===== src/rtl/tpu_layer_sequencer_if.sv =====
// Host/CFG/control-FSM side signals of the layer sequencer.
// slave = the sequencer, master = whoever drives the sequence (host + control FSM).
interface tpu_layer_sequencer_if #(
  parameter int IDX_W  = 3,
  parameter int ADDR_W = 10
);
  logic                    seq_start;
  logic [IDX_W:0]          num_layers;
  logic                    cfg_wr_en;
  logic [IDX_W-1:0]        cfg_wr_idx;
  logic [3+3*ADDR_W-1:0]   cfg_wr_data;
  logic                    done_tpu;
  logic                    start_tpu;
  logic                    enable_matmul;
  logic                    enable_norm;
  logic                    enable_pool;
  logic                    enable_activation;
  logic [ADDR_W-1:0]       addr_a;
  logic [ADDR_W-1:0]       addr_b;
  logic [ADDR_W-1:0]       addr_c;
  logic [IDX_W-1:0]        layer_idx;
  logic                    seq_busy;
  logic                    seq_done;
  logic                    seq_error;

  modport slave (
    input  seq_start, num_layers, cfg_wr_en, cfg_wr_idx, cfg_wr_data, done_tpu,
    output start_tpu, enable_matmul, enable_norm, enable_pool, enable_activation,
           addr_a, addr_b, addr_c, layer_idx, seq_busy, seq_done, seq_error
  );

  modport master (
    output seq_start, num_layers, cfg_wr_en, cfg_wr_idx, cfg_wr_data, done_tpu,
    input  start_tpu, enable_matmul, enable_norm, enable_pool, enable_activation,
           addr_a, addr_b, addr_c, layer_idx, seq_busy, seq_done, seq_error
  );
endinterface


===== src/rtl/tpu_layer_sequencer.sv =====
// Runs up to MAX_LAYERS table-configured layers through the start_tpu/done_tpu handshake.
// Optional RUN-state watchdog enabled by defining SEQ_WATCHDOG_EN.
module tpu_layer_sequencer #(
  parameter int MAX_LAYERS = 8,
  parameter int IDX_W      = 3,
  parameter int ADDR_W     = 10
`ifdef SEQ_WATCHDOG_EN
  , parameter int TIMEOUT_W = 16
`endif
) (
  input  logic                clk,
  input  logic                reset,
  tpu_layer_sequencer_if.slave bus
);
  localparam int ENTRY_W = 3 + 3*ADDR_W;
  localparam logic [IDX_W:0] MAX_N = (IDX_W+1)'(MAX_LAYERS);

  typedef enum logic [2:0] {S_IDLE, S_LOAD, S_RUN, S_DRAIN, S_DONE, S_ERR} state_t;

  state_t             state;
  logic [IDX_W:0]     n_lat;
  logic [ENTRY_W-1:0] tbl [MAX_LAYERS];

`ifdef SEQ_WATCHDOG_EN
  // Timeout fires on the RUN cycle whose increment would reach all-ones.
  localparam logic [TIMEOUT_W-1:0] WD_LAST = {{(TIMEOUT_W-1){1'b1}}, 1'b0};
  logic [TIMEOUT_W-1:0] wd_cnt;
`endif

  // Table is deliberately not reset; writes only land while no layer is in flight.
  always_ff @(posedge clk) begin
    if (bus.cfg_wr_en && (state == S_IDLE || state == S_DONE || state == S_ERR))
      tbl[bus.cfg_wr_idx] <= bus.cfg_wr_data;
  end

  always_ff @(posedge clk) begin
    if (reset) begin
      state                 <= S_IDLE;
      n_lat                 <= '0;
      bus.start_tpu         <= 1'b0;
      bus.enable_matmul     <= 1'b0;
      bus.enable_norm       <= 1'b0;
      bus.enable_pool       <= 1'b0;
      bus.enable_activation <= 1'b0;
      bus.addr_a            <= '0;
      bus.addr_b            <= '0;
      bus.addr_c            <= '0;
      bus.layer_idx         <= '0;
      bus.seq_busy          <= 1'b0;
      bus.seq_done          <= 1'b0;
      bus.seq_error         <= 1'b0;
`ifdef SEQ_WATCHDOG_EN
      wd_cnt                <= '0;
`endif
    end else begin
      case (state)
        S_IDLE: if (bus.seq_start) begin
          n_lat <= bus.num_layers;
          if (bus.num_layers == '0) begin
            bus.seq_done <= 1'b1;
            state        <= S_DONE;
          end else if (bus.num_layers > MAX_N) begin
            bus.seq_error <= 1'b1;
            state         <= S_ERR;
          end else begin
            bus.layer_idx <= '0;
            bus.seq_busy  <= 1'b1;
            state         <= S_LOAD;
          end
        end
        S_LOAD: begin
          {bus.enable_norm, bus.enable_pool, bus.enable_activation,
           bus.addr_a, bus.addr_b, bus.addr_c} <= tbl[bus.layer_idx];
          bus.enable_matmul <= 1'b1;
`ifdef SEQ_WATCHDOG_EN
          wd_cnt            <= '0;
`endif
          state             <= S_RUN;
        end
        S_RUN: begin
          if (bus.done_tpu) begin
            bus.start_tpu <= 1'b0;
            state         <= S_DRAIN;
          end
`ifdef SEQ_WATCHDOG_EN
          else if (wd_cnt == WD_LAST) begin
            bus.start_tpu         <= 1'b0;
            bus.enable_matmul     <= 1'b0;
            bus.enable_norm       <= 1'b0;
            bus.enable_pool       <= 1'b0;
            bus.enable_activation <= 1'b0;
            bus.seq_busy          <= 1'b0;
            bus.seq_error         <= 1'b1;
            state                 <= S_ERR;
          end else begin
            bus.start_tpu <= 1'b1;
            wd_cnt        <= wd_cnt + 1'b1;
          end
`else
          else bus.start_tpu <= 1'b1;
`endif
        end
        // Control FSM must see done_tpu drop before the next start can rise.
        S_DRAIN: if (!bus.done_tpu) begin
          if ({1'b0, bus.layer_idx} == n_lat - 1'b1) begin
            bus.enable_matmul <= 1'b0;
            bus.seq_busy      <= 1'b0;
            bus.seq_done      <= 1'b1;
            state             <= S_DONE;
          end else begin
            bus.layer_idx <= bus.layer_idx + 1'b1;
            state         <= S_LOAD;
          end
        end
        S_DONE: if (!bus.seq_start) begin
          bus.seq_done <= 1'b0;
          state        <= S_IDLE;
        end
        S_ERR: if (!bus.seq_start) begin
          bus.seq_error <= 1'b0;
          state         <= S_IDLE;
        end
        default: state <= S_IDLE;
      endcase
    end
  end
endmodule


===== src/flat_wrapper.sv =====
// flat-port wrapper written by rule: the top's interface ports become plain ports
module tpu_layer_sequencer_flat 
#(
  parameter int MAX_LAYERS = 8,
  parameter int IDX_W      = 3,
  parameter int ADDR_W     = 10

)
  (clk, reset, bus_seq_start, bus_num_layers, bus_cfg_wr_en, bus_cfg_wr_idx, bus_cfg_wr_data, bus_done_tpu, bus_start_tpu, bus_enable_matmul, bus_enable_norm, bus_enable_pool, bus_enable_activation, bus_addr_a, bus_addr_b, bus_addr_c, bus_layer_idx, bus_seq_busy, bus_seq_done, bus_seq_error);
  tpu_layer_sequencer_if #(.IDX_W(IDX_W), .ADDR_W(ADDR_W)) bus_i ();
  input  logic clk;
  input  logic reset;
  input wire logic [$bits(bus_i.seq_start)-1:0] bus_seq_start;
  input wire logic [$bits(bus_i.num_layers)-1:0] bus_num_layers;
  input wire logic [$bits(bus_i.cfg_wr_en)-1:0] bus_cfg_wr_en;
  input wire logic [$bits(bus_i.cfg_wr_idx)-1:0] bus_cfg_wr_idx;
  input wire logic [$bits(bus_i.cfg_wr_data)-1:0] bus_cfg_wr_data;
  input wire logic [$bits(bus_i.done_tpu)-1:0] bus_done_tpu;
  output wire logic [$bits(bus_i.start_tpu)-1:0] bus_start_tpu;
  output wire logic [$bits(bus_i.enable_matmul)-1:0] bus_enable_matmul;
  output wire logic [$bits(bus_i.enable_norm)-1:0] bus_enable_norm;
  output wire logic [$bits(bus_i.enable_pool)-1:0] bus_enable_pool;
  output wire logic [$bits(bus_i.enable_activation)-1:0] bus_enable_activation;
  output wire logic [$bits(bus_i.addr_a)-1:0] bus_addr_a;
  output wire logic [$bits(bus_i.addr_b)-1:0] bus_addr_b;
  output wire logic [$bits(bus_i.addr_c)-1:0] bus_addr_c;
  output wire logic [$bits(bus_i.layer_idx)-1:0] bus_layer_idx;
  output wire logic [$bits(bus_i.seq_busy)-1:0] bus_seq_busy;
  output wire logic [$bits(bus_i.seq_done)-1:0] bus_seq_done;
  output wire logic [$bits(bus_i.seq_error)-1:0] bus_seq_error;
  assign bus_i.seq_start = bus_seq_start;
  assign bus_i.num_layers = bus_num_layers;
  assign bus_i.cfg_wr_en = bus_cfg_wr_en;
  assign bus_i.cfg_wr_idx = bus_cfg_wr_idx;
  assign bus_i.cfg_wr_data = bus_cfg_wr_data;
  assign bus_i.done_tpu = bus_done_tpu;
  assign bus_start_tpu = bus_i.start_tpu;
  assign bus_enable_matmul = bus_i.enable_matmul;
  assign bus_enable_norm = bus_i.enable_norm;
  assign bus_enable_pool = bus_i.enable_pool;
  assign bus_enable_activation = bus_i.enable_activation;
  assign bus_addr_a = bus_i.addr_a;
  assign bus_addr_b = bus_i.addr_b;
  assign bus_addr_c = bus_i.addr_c;
  assign bus_layer_idx = bus_i.layer_idx;
  assign bus_seq_busy = bus_i.seq_busy;
  assign bus_seq_done = bus_i.seq_done;
  assign bus_seq_error = bus_i.seq_error;
  tpu_layer_sequencer #(.MAX_LAYERS(MAX_LAYERS), .IDX_W(IDX_W), .ADDR_W(ADDR_W)) u_core (.clk(clk), .reset(reset), .bus(bus_i));
endmodule

===== config.mk =====
export PLATFORM = sky130hd
export DESIGN_NAME = tpu_layer_sequencer_flat
export DESIGN_NICKNAME = d
export VERILOG_FILES = /design/src/rtl/tpu_layer_sequencer_if.sv /design/src/rtl/tpu_layer_sequencer.sv /design/src/flat_wrapper.sv
export SDC_FILE = /design/constraint.sdc
export NUM_CORES = 1
export LEC_CHECK = 0
export CAP_MARGIN = 20
export CORE_UTILIZATION = 60
export DETAILED_ROUTE_END_ITERATION = 6
export PLACE_DENSITY = 0.84
export SETUP_SLACK_MARGIN = 0.02
export SLEW_MARGIN = 30
export SYNTH_ARGS = -nofsm -noshare
export SYNTH_HDL_FRONTEND = slang
export SYNTH_SLANG_ARGS = --single-unit

===== constraint.sdc =====
create_clock -name clk -period 7.2 [get_ports clk]
set_clock_uncertainty 0.15 [all_clocks]
set_input_delay 1.8 -clock clk [delete_from_list [all_inputs] [get_ports clk]]
set_output_delay 1.8 -clock clk [all_outputs]
set_load 0.05 [all_outputs]

Word level (Yosys, flattened, before mapping) --
Memories as Yosys holds them, arrays and structs flattened. A register that Yosys moved wholly into a read port is not among the register bits. Cells that the tools add are included. Widths: inputs -> output; s select.
Operators by class: add/sub/neg operators 2, $lt $le $gt $ge 1, eq/ne operators 18, multiplexer cells 34, reductions and logical operators 17
Operator list (number):
- $mux 3 | 12
- $ne 2x2->1 const B | 11
- $reduce_and 6->1 | 3
- $mux 1 | 16
- $pmux 3 s5 | 1
- $eq 3x2->1 const B | 2
- $eq 3x3->1 const B | 2
- $pmux 1 s2 | 3
- $pmux 3 s2 | 1
- $reduce_bool 2->1 | 3
- $reduce_and 5->1 | 1
- $eq 3x4->1 | 1
- $gt 4x4->1 const B | 1
- $logic_not 4->1 | 1
- $reduce_and 4->1 | 1
- $sub 4x1->4 const B | 1
- $add 3x1->3 const B | 1
- $eq 3x1->1 const B | 1
- $logic_not 3->1 | 1
- $pmux 1 s3 | 1
- $reduce_and 3->1 | 1
- $reduce_bool 3->1 | 1
- $logic_or 1x1->1 | 2
- $ne 2x1->1 const B | 1
- 3 further kinds | 3
Storage, ports and cells: register bits 15, RAM bits 264, bits of input ports 45, output and inout port bits 41, word-level logic and storage cells 81, memories kept 1
Memory list:
- u_core.tbl | words 8, width 33, rd ports 1, clocked after Yosys merged registers in 1, write ports 1, RTL line tpu_layer_sequencer.sv:22 | logic [ENTRY_W-1:0] tbl [MAX_LAYERS];

Longest topological paths before layout --
depth in word-level cells 6, gate-level depth with buffers 7, gate-level depth less buffers 7

Least setup slack after synthesis --
Ideal clock, no wire load.
path type input-to-reg, start input port bus_cfg_wr_idx[0], end memory u_core.tbl[0][0] (netlist bit) (enable), setup time 0.465 ns, arrival 4.775 ns, required time 6.585 ns, setup slack 1.810 ns, cell stages on the path 2, path buffers 0, path through or4b_2 -> nor3_1
RTL lines:
- from (decl) | RTL line flat_wrapper.sv:16 | input wire logic [$bits(bus_i.cfg_wr_idx)-1:0] bus_cfg_wr_idx;
- to (decl) | RTL line tpu_layer_sequencer.sv:22
Straight into the memory's write port.

Final worst setup path --
start register u_core.bus.layer_idx[0] (netlist bit), end output port bus_layer_idx[0]
RTL lines:
- from (decl) | RTL line tpu_layer_sequencer_if.sv:29 | addr_a, addr_b, addr_c, layer_idx, seq_busy, seq_done, seq_error
- from (signal assigned) | RTL line tpu_layer_sequencer.sv:111 | bus.layer_idx <= bus.layer_idx + 1'b1;
- to (decl) | RTL line flat_wrapper.sv:27 | output wire logic [$bits(bus_i.layer_idx)-1:0] bus_layer_idx;
No word-level cell between the ends.

==> run_results.csv <==
group,metric,value,unit
die,fp-row-count,51,
cts,clk_pin_slew,70,ps
setup_path,worst_path_max_delay_cell,"clkdlybuf4s50_1",
power,p_leak,4.40,nW
place,placedCellCount,943,
route,post-route-drc-count,0,
route,drt_iter0_markers,482,
timing,finalCritPeriodShare,0.580,
logic_synthesis,synth_top_area_share,0.668,
cts,cts_hold_buffers,0,
timing,slew_violations,0,
layout,nets,758,
worst_hold_path,min_path_type,"flop to flop",
setup_path,required,5250,ps
cts,cts_buffers,30,
logic_synthesis,synth_common_cells,"edfxtp_1 (264), mux4_2 (66), nor2_1 (56), dfxtp_1 (48), mux2i_1 (36)",
global_routing,antenna_found_initial,0,
cts,clkLatencyLatePin,540,ps
setup_path,crit_type,"flop to output pin",
logic_synthesis,syn_area_per_cell,19.3,um2
die,fp.dieH,143,um
layout,design_area,0.0142,mm2
logic_synthesis,synth_top_area_cell,"edfxtp_1",
route,first_pass_iters,5,
layout,antennaDiodeCount,0,
logic_synthesis,yosysMostFrequentCell,"edfxtp_1",
logic_synthesis,synth_area,0.0119,mm2
route,wl_per_cell,24.9,um
logic_synthesis,synthArstFlopShare,0,
place,finalWeightedCongestion,0.917,
layout,syn_to_final_growth,19.9,%
setup_path,critPathLaunchType,"flop",
logic_synthesis,ys_warn_count,0,
global_routing,grt_pass1_wl,37400,um
cts,cts.htree.levels,1,
die,ios,86,
timing,tightest_slew,839,ps
setup_path,arrival,2220,ps
cts,cts.sinks,312,
route,wl,24900,um
logic_synthesis,syn-num-nets,662,
setup_path,endpoint_kind,"output pin",
timing,hold_viol,0,
logic_synthesis,ys_types,46,
logic_synthesis,synth_seq_cells,312,
logic_synthesis,ys_seq_area_frac,0.749,
logic_synthesis,synth_area_leaders,"edfxtp_1 (67%), mux4_2 (13%), dfxtp_1 (8.1%)",
setup_path,crit_path_cell_trace,"clkdlybuf4s50_1",
timing,timing.slew.headroom,0.439,
logic_synthesis,synth_cells,615,
timing,setup_ws,3030,ps
timing,rsz0062_at_grt,"no",
cts,cts_resized,0,
global_routing,grt_max_degree,72,
place,port-buffer-count,85,
setup_path,worst-r2r-setup-slack,4290,ps
die,dieArea,0.0204,mm2
logic_synthesis,synth-main-ff-cell,"edfxtp_1",
route,antenna_left,0,
timing,fin_setup_tns,0,ps
layout,drive_gt1_frac,0.192,
cts,cts.path.max_buffers,3,
timing,setup_viol,0,
setup_path,slowest_delay,930,ps
layout,stdcell_count,1000,
die,initial_utilization,0.612,
die,core_area,0.0194,mm2
status,status,"completed",
global_routing,grt_usage,0.257,
global_routing,grt_pass1_vias,6468,
cts,cts_tree,"done",
die,fp.dieW,143,um
power,powerDensity,299,mW/mm2
place,dp_slack,2860,ps
timing,finalCriticalPeriod,4170,ps
setup_path,cp_top_family,"buffers and inverters",
setup_path,crit_buf_inv,1,
flow_run,cap_violations,0,
cts,cts_setup_buffers,0,
global_routing,grt_overflow,0,
route,dr_total_vias,6176,
place,hpwl,13900,um
place,place_area,0.0132,mm2
logic_synthesis,synth_edf_count,264,
route,vias_per_cell,6.18,
cts,cts_root_buf,"clkbuf_16",
setup_path,cp_max_fo,30,
layout,utilization,0.734,
power,peakVddDrop,323,uV
timing,max_freq,240,MHz
layer usage:
layer  track usage  vias to the layer above  part of all wire
li1              -                     2695                 -
met1         0.331                     3120              0.39
met2         0.441                      300              0.52
met3        0.0412                       61             0.064
met4         0.100                        0             0.030
met5             0                        -                 0
metrics by stage:
stage	hold WS [ps]	total power, mW
4_1_cts	338	4.27
5_1_grt	367	4.38
3_5_place_dp	328	2.73
3_3_place_gp	331	2.69
6_report	333	4.25
2_1_floorplan	329	2.51
logic make-up (layout without fill, tap and decap cells):
group	Yosys count	in the layout	synth area share
and+or+nand+nor	95	95	0.0394
buffers and inverters	39	159	0.0139
adders and majority gates	2	2	0.00211
xor gates and xnor gates	3	3	0.00221
DFF	312	312	0.749
muxes	102	102	0.156
AOI/OAI and AO/OA	62	62	0.0380
sequential cells by signal, summed over array words and instances (netlist names):
name / flops
u_core.bus.addr_a: 10
u_core.bus.addr_b: 10
u_core.bus.addr_c: 10
u_core.bus.enable_activation: 1
u_core.bus.enable_matmul: 1
u_core.bus.enable_norm: 1
u_core.bus.enable_pool: 1
u_core.bus.layer_idx: 3
u_core.bus.seq_busy: 1
u_core.bus.seq_done: 1
u_core.bus.seq_error: 1
u_core.bus.start_tpu: 1
u_core.n_lat: 4
u_core.state: 3
u_core.tbl: 264
where the power goes:
| group | switching [mW] | internal, mW |
|---|---|---|
| Clock | 0.654 | 0.890 |
| Sequential | 0.0603 | 2.06 |
| Combinational | 0.378 | 0.206 |
| Total | 1.09 | 3.16 |
layout make-up:
class	count	area [um2]
well taps	265	332
flip-flops and latches	312	8900
inverters	4	15.0
multi-input cells	264	2880
clock buffers	32	779
clock inverters	24	195
repair buffers	99	1130
fillers	1150	5170
path summary, 6_finish.rpt:
| path | startpoint | to | cells past startpoint |
|---|---|---|---|
| hold reg to reg | u_core.bus.seq_done | u_core.bus.seq_done | 2 |
| setup reg to reg | u_core.bus.layer_idx[0] | u_core.state[0] | 5 |
| hold / removal | u_core.bus.seq_done | u_core.bus.seq_done | 2 |
| setup / recovery | u_core.bus.layer_idx[0] | bus_layer_idx[0] | 1 |
placed cells by master, fill, tap and decap left out, types with 3 or more instances in the layout:
master,instances
nor2_4,7
buf_16,9
edfxtp_1,264
buf_4,6
clkinv_2,5
nor2b_1,3
inv_1,4
mux2i_1,36
mux4_2,66
bufinv_16,3
nand2_1,10
o31ai_1,3
nand2b_1,7
clkbuf_16,31
a21oi_1,6
nor2_1,49
a211oi_1,34
clkdlybuf4s50_1,84
o21ai_0,4
clkinv_1,12
dfxtp_1,45
Note: power is estimated with default switching activity, not from simulation.
